<file path="config.mk">
export PLATFORM = sky130hd
export DESIGN_NAME = mem_bus_ctrl_flat
export DESIGN_NICKNAME = d
export VERILOG_FILES = /design/src/rtl/mem_bus_ctrl_if.sv /design/src/rtl/mem_bus_ctrl.sv /design/src/flat_wrapper.sv
export SDC_FILE = /design/constraint.sdc
export NUM_CORES = 1
export LEC_CHECK = 0
export ABC_AREA = 1
export CAP_MARGIN = 15
export CORE_ASPECT_RATIO = 1.75
export CORE_MARGIN = 3
export CORE_UTILIZATION = 42
export CTS_CLUSTER_SIZE = 25
export DETAILED_ROUTE_END_ITERATION = 12
export PLACE_DENSITY = 0.81
export SLEW_MARGIN = 20
export SYNTH_ARGS = -nofsm -noshare
export SYNTH_HDL_FRONTEND = slang
export SYNTH_SLANG_ARGS = --single-unit
</file>
<file path="constraint.sdc">
create_clock -name clk -period 5.9 [get_ports clk]
set_clock_uncertainty 0.2 [all_clocks]
set_input_delay 0.885 -clock clk [delete_from_list [all_inputs] [get_ports clk]]
set_output_delay 0.885 -clock clk [all_outputs]
set_load 0.02 [all_outputs]
</file>
<file path="src/rtl/mem_bus_ctrl_if.sv">
// CPU-side request/response bundle of the SRAM bus controller.
// The controller takes the slave view; the CPU (or a bench) takes the master view.
interface mem_bus_ctrl_if;
    logic        rom_ce_i;
    logic [31:0] rom_addr_i;
    logic [31:0] rom_data_o;
    logic        ram_re_i;
    logic        ram_we_i;
    logic [31:0] ram_addr_i;
    logic [31:0] ram_data_i;
    logic [3:0]  ram_mask_i;
    logic [31:0] ram_data_o;
    logic        stallreq_o;

    modport master (
        output rom_ce_i, rom_addr_i, ram_re_i, ram_we_i, ram_addr_i, ram_data_i, ram_mask_i,
        input  rom_data_o, ram_data_o, stallreq_o
    );

    modport slave (
        input  rom_ce_i, rom_addr_i, ram_re_i, ram_we_i, ram_addr_i, ram_data_i, ram_mask_i,
        output rom_data_o, ram_data_o, stallreq_o
    );
endinterface

</file>
<file path="src/rtl/mem_bus_ctrl.sv">
// Single-port SRAM controller arbitrating CPU data and instruction accesses.
// Data access goes first; a pending fetch follows it before the pipeline is released.
module mem_bus_ctrl #(
    parameter int unsigned WAIT_CYCLES = 2
) (
    input  logic          clk,
    input  logic          rst,
    mem_bus_ctrl_if.slave cpu,
    output logic [19:0]   sram_addr_o,
    output logic [31:0]   sram_data_o,
    output logic          sram_data_oe_o,
    input  logic [31:0]   sram_data_i,
    output logic          sram_ce_n_o,
    output logic          sram_oe_n_o,
    output logic          sram_we_n_o,
    output logic [3:0]    sram_be_n_o
);

    typedef enum logic [1:0] {
        IDLE,
        DATA_ACC,
        INST_ACC,
        DONE
    } state_t;

    typedef struct packed {
        logic [19:0] addr;
        logic [31:0] data;
        logic        data_oe;
        logic        ce_n;
        logic        oe_n;
        logic        we_n;
        logic [3:0]  be_n;
    } sram_drv_t;

    localparam logic [3:0] CNT_LOAD = 4'(WAIT_CYCLES - 1);

    function automatic sram_drv_t drv_idle();
        sram_drv_t d;
        d.addr    = '0;
        d.data    = '0;
        d.data_oe = 1'b0;
        d.ce_n    = 1'b1;
        d.oe_n    = 1'b1;
        d.we_n    = 1'b1;
        d.be_n    = '1;
        return d;
    endfunction

    function automatic sram_drv_t drv_read(input logic [31:0] byte_addr);
        sram_drv_t d;
        d.addr    = byte_addr[21:2];
        d.data    = '0;
        d.data_oe = 1'b0;
        d.ce_n    = 1'b0;
        d.oe_n    = 1'b0;
        d.we_n    = 1'b1;
        d.be_n    = '0;
        return d;
    endfunction

    // WAIT_CYCLES >= 2, so the first write cycle is never the last one.
    function automatic sram_drv_t drv_write(input logic [31:0] byte_addr,
                                            input logic [31:0] wdata,
                                            input logic [3:0]  mask);
        sram_drv_t d;
        d.addr    = byte_addr[21:2];
        d.data    = wdata;
        d.data_oe = 1'b1;
        d.ce_n    = 1'b0;
        d.oe_n    = 1'b1;
        d.we_n    = 1'b0;
        d.be_n    = ~mask;
        return d;
    endfunction

    state_t      state;
    logic [3:0]  cnt;
    logic        acc_write;
    sram_drv_t   drv;
    logic [31:0] rom_data_q;
    logic [31:0] ram_data_q;
    logic        data_req;
    logic        stall;

    assign data_req = cpu.ram_re_i | cpu.ram_we_i;

    always_ff @(posedge clk or posedge rst) begin
        if (rst) begin
            state      <= IDLE;
            cnt        <= '0;
            acc_write  <= 1'b0;
            drv        <= drv_idle();
            rom_data_q <= '0;
            ram_data_q <= '0;
        end else begin
            case (state)
                IDLE: begin
                    if (data_req) begin
                        state     <= DATA_ACC;
                        cnt       <= CNT_LOAD;
                        acc_write <= cpu.ram_we_i;
                        drv       <= cpu.ram_we_i
                                     ? drv_write(cpu.ram_addr_i, cpu.ram_data_i, cpu.ram_mask_i)
                                     : drv_read(cpu.ram_addr_i);
                    end else if (cpu.rom_ce_i) begin
                        state <= INST_ACC;
                        cnt   <= CNT_LOAD;
                        drv   <= drv_read(cpu.rom_addr_i);
                    end
                end
                DATA_ACC: begin
                    if (cnt == '0) begin
                        if (!acc_write)
                            ram_data_q <= sram_data_i;
                        if (cpu.rom_ce_i) begin
                            state <= INST_ACC;
                            cnt   <= CNT_LOAD;
                            drv   <= drv_read(cpu.rom_addr_i);
                        end else begin
                            state <= DONE;
                            drv   <= drv_idle();
                        end
                    end else begin
                        cnt <= cnt - 1'b1;
                        // Release WE one cycle early so address/data are held past its rising edge.
                        if (cnt == 4'd1)
                            drv.we_n <= 1'b1;
                    end
                end
                INST_ACC: begin
                    if (cnt == '0) begin
                        rom_data_q <= sram_data_i;
                        state      <= DONE;
                        drv        <= drv_idle();
                    end else begin
                        cnt <= cnt - 1'b1;
                    end
                end
                DONE: begin
                    state <= IDLE;
                end
                default: begin
                    state <= IDLE;
                    drv   <= drv_idle();
                end
            endcase
        end
    end

    // The IDLE term must be combinational so the CPU stalls in the very cycle it asks.
    always_comb begin
        stall = 1'b0;
        if (!rst) begin
            case (state)
                IDLE:     stall = data_req | cpu.rom_ce_i;
                DATA_ACC: stall = 1'b1;
                INST_ACC: stall = 1'b1;
                default:  stall = 1'b0;
            endcase
        end
    end

    assign cpu.stallreq_o = stall;
    assign cpu.rom_data_o = rom_data_q;
    assign cpu.ram_data_o = ram_data_q;

    assign sram_addr_o    = drv.addr;
    assign sram_data_o    = drv.data;
    assign sram_data_oe_o = drv.data_oe;
    assign sram_ce_n_o    = drv.ce_n;
    assign sram_oe_n_o    = drv.oe_n;
    assign sram_we_n_o    = drv.we_n;
    assign sram_be_n_o    = drv.be_n;

endmodule

</file>
<file path="src/flat_wrapper.sv">
// flat-port wrapper written by rule: the top's interface ports become plain ports
module mem_bus_ctrl_flat 
#(
    parameter int unsigned WAIT_CYCLES = 2
)
  (clk, rst, sram_addr_o, sram_data_o, sram_data_oe_o, sram_data_i, sram_ce_n_o, sram_oe_n_o, sram_we_n_o, sram_be_n_o, cpu_rom_ce_i, cpu_rom_addr_i, cpu_ram_re_i, cpu_ram_we_i, cpu_ram_addr_i, cpu_ram_data_i, cpu_ram_mask_i, cpu_rom_data_o, cpu_ram_data_o, cpu_stallreq_o);
  mem_bus_ctrl_if cpu_i ();
  input  logic clk;
  input  logic rst;
  output logic [19:0] sram_addr_o;
  output logic [31:0] sram_data_o;
  output logic sram_data_oe_o;
  input  logic [31:0] sram_data_i;
  output logic sram_ce_n_o;
  output logic sram_oe_n_o;
  output logic sram_we_n_o;
  output logic [3:0] sram_be_n_o;
  input wire logic [$bits(cpu_i.rom_ce_i)-1:0] cpu_rom_ce_i;
  input wire logic [$bits(cpu_i.rom_addr_i)-1:0] cpu_rom_addr_i;
  input wire logic [$bits(cpu_i.ram_re_i)-1:0] cpu_ram_re_i;
  input wire logic [$bits(cpu_i.ram_we_i)-1:0] cpu_ram_we_i;
  input wire logic [$bits(cpu_i.ram_addr_i)-1:0] cpu_ram_addr_i;
  input wire logic [$bits(cpu_i.ram_data_i)-1:0] cpu_ram_data_i;
  input wire logic [$bits(cpu_i.ram_mask_i)-1:0] cpu_ram_mask_i;
  output wire logic [$bits(cpu_i.rom_data_o)-1:0] cpu_rom_data_o;
  output wire logic [$bits(cpu_i.ram_data_o)-1:0] cpu_ram_data_o;
  output wire logic [$bits(cpu_i.stallreq_o)-1:0] cpu_stallreq_o;
  assign cpu_i.rom_ce_i = cpu_rom_ce_i;
  assign cpu_i.rom_addr_i = cpu_rom_addr_i;
  assign cpu_i.ram_re_i = cpu_ram_re_i;
  assign cpu_i.ram_we_i = cpu_ram_we_i;
  assign cpu_i.ram_addr_i = cpu_ram_addr_i;
  assign cpu_i.ram_data_i = cpu_ram_data_i;
  assign cpu_i.ram_mask_i = cpu_ram_mask_i;
  assign cpu_rom_data_o = cpu_i.rom_data_o;
  assign cpu_ram_data_o = cpu_i.ram_data_o;
  assign cpu_stallreq_o = cpu_i.stallreq_o;
  mem_bus_ctrl #(.WAIT_CYCLES(WAIT_CYCLES)) u_core (.clk(clk), .rst(rst), .cpu(cpu_i), .sram_addr_o(sram_addr_o), .sram_data_o(sram_data_o), .sram_data_oe_o(sram_data_oe_o), .sram_data_i(sram_data_i), .sram_ce_n_o(sram_ce_n_o), .sram_oe_n_o(sram_oe_n_o), .sram_we_n_o(sram_we_n_o), .sram_be_n_o(sram_be_n_o));
endmodule
</file>
# == Word-level counts from Yosys, hierarchy flattened ==
# Cells that the tools add are included.
# word_totals
mem_bits_rw,0
reg_bits,131
n_memories,0
mem_bits_ro,0
in_bits,137
latch_bits,0
# op_classes
n_shift,0
order_cmp,0
n_reduce_logical,11
addsub,1
div,0
mul,0
mux,23
n_bitwise,4
n_eq_ne,9
# ops
cell,n
2-to-1 mux 60 bit,4
case mux 60 bit (3 select lines),1
2-to-1 mux 55 bit,1
2-to-1 mux 40 bit,1
2-to-1 mux 4 bit,5
case mux 4 bit (3 select lines),1
2-to-1 mux 2 bit,4
case mux 2 bit (4 select lines),1
AND reduction 4 bit,2
AND reduction 2 bit,3
AND reduction 3 bit,2
"== test 2 bit, second input constant",2
"== test 4 x 1 -> 1 bit, second input constant",1
logical NOT 4 bit,1
2-to-1 mux 1 bit,4
"!= test 2 x 1 -> 1 bit, second input constant",2
NOT 4 bit,1
"subtractor 4 x 1 -> 4 bit, second input constant",1
"!= test 3 x 1 -> 1 bit, second input constant",1
"!= test 3 x 2 -> 1 bit, second input constant",1
nonzero test 3 bit,1
"== test 2 x 1 -> 1 bit, second input constant",1
logical NOT 2 bit,1
"!= test 2 bit, second input constant",1
4 further kinds,5

# == Longest topological paths before layout ==
# logic_depth
depth_word,4
mapped_depth,11

# == Least setup slack after synthesis ==
# OpenSTA, ideal clock, no wires.
# synth_path
kind,input-to-output
from,input port rst
to,output port cpu_stallreq_o
setup_slack_ns,0.763
stages,3
n_path_buf,0
arrival_ns,4.052
cell_sequence,inv_1 nand3_1 inv_1
# synth_via
elab_chain_cells,1
# synth_rtl
element,line,source
"start, declared",flat_wrapper.sv:9,input logic rst;
2-to-1 mux 1 bit,mem_bus_ctrl.sv:154,if (!rst) begin
"end, declared",flat_wrapper.sv:27,output wire logic [$bits(cpu_i.stallreq_o)-1:0] cpu_stallreq_o;
# No other way between the ends.

# == Final worst setup path ==
# Ends and elaborated chain as after synthesis.

==> results.md <==
- The flow ran to the end, and the final reports show no timing, DRC or antenna violations.
- The number of flops mapped to enable cells by yosys is 0.
- The tool flagged a number of max-cap violations equal to 0.
- For this design, the sink count on the clock tree is between 100 and 150.
- Ranked by total cell area, the synthesized netlist is headed by sky130_fd_sc_hd__dfrtp_1 53%, sky130_fd_sc_hd__nand2_1 16%, sky130_fd_sc_hd__nand3_1 6.8%.
- The arrival time of data at the critical path endpoint is 2.76 ns.
- The worst hold path belongs to the class flip-flop to flip-flop.
- On the final layout, the worst hold slack is about 0.26 ns.
- The area share of the leading cell type in the synthesized netlist is 0.533.
- In the synthesized netlist, the cells that appear most often are 249 x sky130_fd_sc_hd__nand2_1, 124 x sky130_fd_sc_hd__dfrtp_1, 79 x sky130_fd_sc_hd__nand3_1.
- Clock tree synthesis inserted a total of 17 buffers.
- The initial antenna violation count is 0.
- During placement, the flow inserted port buffers numbering between 200 and 250.
- The cell type with the highest occurrence count on the critical path is sky130_fd_sc_hd__clkdlybuf4s50_1.
- The portion of the post-synthesis area used by sequential elements is 0.564.
- The critical path contains buffers and inverters numbering 4 combined.
- Yosys instantiated no cell more often than sky130_fd_sc_hd__nand2_1.
- The via count of the first global-routing pass is 5,105.
- The die footprint is 0.0154 mm2.
- The clock passes through at most 2 buffers.
- The number of cells on the worst reg-to-reg path is 9.
- The length of routed wiring on met1 is between 5000 and 6000 um.
- Setup repair after global routing left no endpoint under its margin.
- Dividing the detail-routed via count by the number of cells gives between 4 and 5.
- The number of I/O pins is 262.
- The count of final setup violators is 0.
- In this run, post-CTS hold repair placed 0 buffers.
- Summed over all instances, the cell type with the most area after synthesis is sky130_fd_sc_hd__dfrtp_1.
- The clock tree from TritonCTS is yes.
- The later pin in the worst-skew pair is clocked with a latency of ~0.4 ns.
- The routed design has around 16,000 um of wire.
- The number of nets in the layout is a little over 1,000.
- The post-cts repair resize count is 0.
- Dividing the final minimum period by the clock period gives 0.651.
- The type of the worst setup path is input port to output port.
- The utilization after layout is 0.653.
- The family of cells with the greatest summed delay on the critical path is buffers and inverters.
- For this run, asynchronously set or reset flops after synthesis account for 1.00.
- The power density over the cells is ~650 mW/mm2.
- IR analysis of the VDD net gives a maximum drop of 306 uV.
- Dividing the synthesized area by the synthesized cell count gives 8.75 um2.
- The synthesized cell area is between 0.005 and 0.006 mm2.
- The headroom to the max-slew limit is 0.412.
- In the final layout, the share of cells above drive strength 1 is 0.0983.
- The number of antenna repair diodes is 0.
- After detailed routing, no signal wire sits above met4.
- The first global-routing pass estimated 25,400 um of wire.
- The hold-critical path depth is 2.
- Fill cells in the final layout number 1,101.
- The worst hold path terminates at u_core.sram_ce_n_o.
- The sort of element at the end of the critical path is an output port.
- The largest stage delay on the critical path is between 0.6 and 0.7 ns.
- The maximum number of pins on one net before global-route repair is 73.
- The met2 wire length is roughly 8500 um.
- The slowest cell on the critical path is sky130_fd_sc_hd__clkdlybuf4s50_1.
- The worst endpoint required time is between 4 and 5 ns.
- The register clock-pin slew on the reported worst setup and hold paths is ~0.050 ns.
- The cell count after synthesis is about 670.
- Relative to the synthesized area, the layout overhead comes to 51.7%.
- Of all nets on the critical path, the largest fanout is slightly above 60.
- For this run, design rule violations remaining after detail routing come to 0.
- The total vias in the final route is about 5,200.
- Traced cell by cell, the critical path runs through clkdlybuf4s50_1 -> inv_4 -> nand3_1 -> inv_1 -> clkdlybuf4s50_1.
- After layout, the minimum clock period comes to a little under 4 ns.
- In this run, synthesis produced a sequential element count of 131.
- The Yosys warning count is 0.
- STA classifies the critical path startpoint as an input port.
- Yosys mapped the design onto 25 distinct sky130hd cell types.
- The remaining antenna violation count after routing is 0.
- In the synthesized netlist the dominant register cell turns out to be sky130_fd_sc_hd__dfrtp_1.
- The floorplan core area is 0.0135 mm2.
- For this run the aggregate overflow at the end of global routing stands at 0.
- The worst register-to-register path has a setup slack of between 3 and 4 ns.
- Dividing the detail-routed wire length by the instance count gives around 15 um.
- The worst hold path begins at u_core.sram_ce_n_o.
- The synthesized net count is about 800.
- Routability-driven placement finished with a final weighted congestion of approximately 0.9.
- The sum of negative setup slack is 0 ns.
- The post-CTS repair timing setup buffer count is 0.
- The number of violations reported at the end of detailed-routing iteration 0 is between 150 and 200.
- The die width is roughly 95 um.
- Static timing analysis puts the maximum clock frequency at about 260 MHz.
- The transition time at the pin with the least slew margin is just under 0.9 ns.
- The wire length on met3 is ~1100 um.
- The number of iterations in the first detailed-routing pass is 7.
- The clock root buffer is sky130_fd_sc_hd__clkbuf_16.
- The max-slew violation count came to 0.
- The analysis attributes to cell leakage a power of around 4.3 nW.
- The capture point of the worst reg-to-reg path is u_core.sram_addr_o[16].
- The total number of H-tree levels is 4.
- Measured along the y axis, the die boundary spans 162 um.
- The cell row count is 56.
- Setup slack closes at roughly 2 ns.
- The total track usage is 0.210.
- After legalization and detailed placement, the total HPWL measured around 11,000 um.
- The pre-CTS worst setup slack is 2.00 ns.
- The number of endpoints with negative hold slack in the final report is 0.
- The startpoint identified for the worst register-to-register timing path is u_core.state[0].
- The starting density of the core is 0.431.
==> power breakdown <==
group          leakage, nW  internal [mW]  switching, mW
registers             1.63           1.36          0.229
logic                 2.39           1.25           1.87
clock network        0.279          0.592          0.415
==> sequential cells by signal (all words and copies together), names as in the netlist, 2 cells and up <==
name and count:
u_core.state 2, u_core.sram_data_o 32, u_core.cpu.ram_data_o 32, u_core.cpu.rom_data_o 32, u_core.sram_be_n_o 4, u_core.cnt 4
u_core.sram_addr_o 20
==> area by class of cell <==
| cell class | instances | area, um2 | share of cell area |
|---|---|---|---|
| Clock inverter | 14 | 141 | 0.0160 |
| Inverter | 51 | 194 | 0.0219 |
| Sequential cell | 131 | 3290 | 0.372 |
| Timing Repair Buffer | 245 | 2430 | 0.275 |
| Clock buffer | 18 | 429 | 0.0486 |
| Tap cell | 174 | 218 | 0.0246 |
| Multi-Input combinational cell | 446 | 2130 | 0.242 |
==> metal layers <==
metal | vias to the layer above | GRT usage
li1 | 2585 | -
met1 | 2438 | 0.232
met2 | 178 | 0.380
met3 | 23 | 0.0542
met4 | 0 | 0.0742
met5 | - | 0
==> placed cells by master (no fill, tap or decap), types with 7 or more instances in the layout <==
cell	netlist	routed
sky130_fd_sc_hd__clkdlybuf4s50_1	0	237
sky130_fd_sc_hd__nand2_1	249	248
sky130_fd_sc_hd__clkbuf_16	0	17
sky130_fd_sc_hd__ha_1	8	8
sky130_fd_sc_hd__o21ai_0	45	44
sky130_fd_sc_hd__buf_4	2	8
sky130_fd_sc_hd__nor2_1	9	8
sky130_fd_sc_hd__nor3_1	7	7
sky130_fd_sc_hd__inv_1	50	49
sky130_fd_sc_hd__dfrtp_1	124	124
sky130_fd_sc_hd__o21ai_2	33	33
sky130_fd_sc_hd__dfstp_2	7	7
sky130_fd_sc_hd__nand3_1	79	78
==> worst min-delay path: stages (launching register included) <==
cell and delay (ns):
sky130_fd_sc_hd__dfstp_2 0.37, sky130_fd_sc_hd__nand2_1 0.05, sky130_fd_sc_hd__nand2_1 0.04
==> kinds of logic (layout without fill, tap and decap cells) <==
| family | count (synthesis) | count (layout) | synth area share |
|---|---|---|---|
| AOI/OAI and AO/OA | 85 | 85 | 0.0947 |
| adders and majority gates | 8 | 8 | 0.0172 |
| buffers and inverters | 89 | 328 | 0.0720 |
| DFF | 131 | 131 | 0.564 |
| and+or+nand+nor | 353 | 353 | 0.252 |
==> stage by stage <==
step	std cells	cell area [um2]	power (mW)
final	1079	8840	5.72
after detailed placement	1047	8270	4.74
after global placement	1047	8270	4.67
after floorplan	666	5820	3.49
after global routing	1079	8840	6.13
after CTS	1079	8840	5.78
==> worst max-delay path by stage <==
stage,startpoint,end,slack [ns],cells after the start
after floorplan,rst,cpu_stallreq_o,0.76,3
after CTS,rst,cpu_stallreq_o,2.01,5
after global routing,rst,cpu_stallreq_o,1.88,5
final,rst,cpu_stallreq_o,2.06,5
after detailed placement,rst,cpu_stallreq_o,2.00,5
after global placement,rst,cpu_stallreq_o,2.00,5
Power figures use the tool's default switching activity.
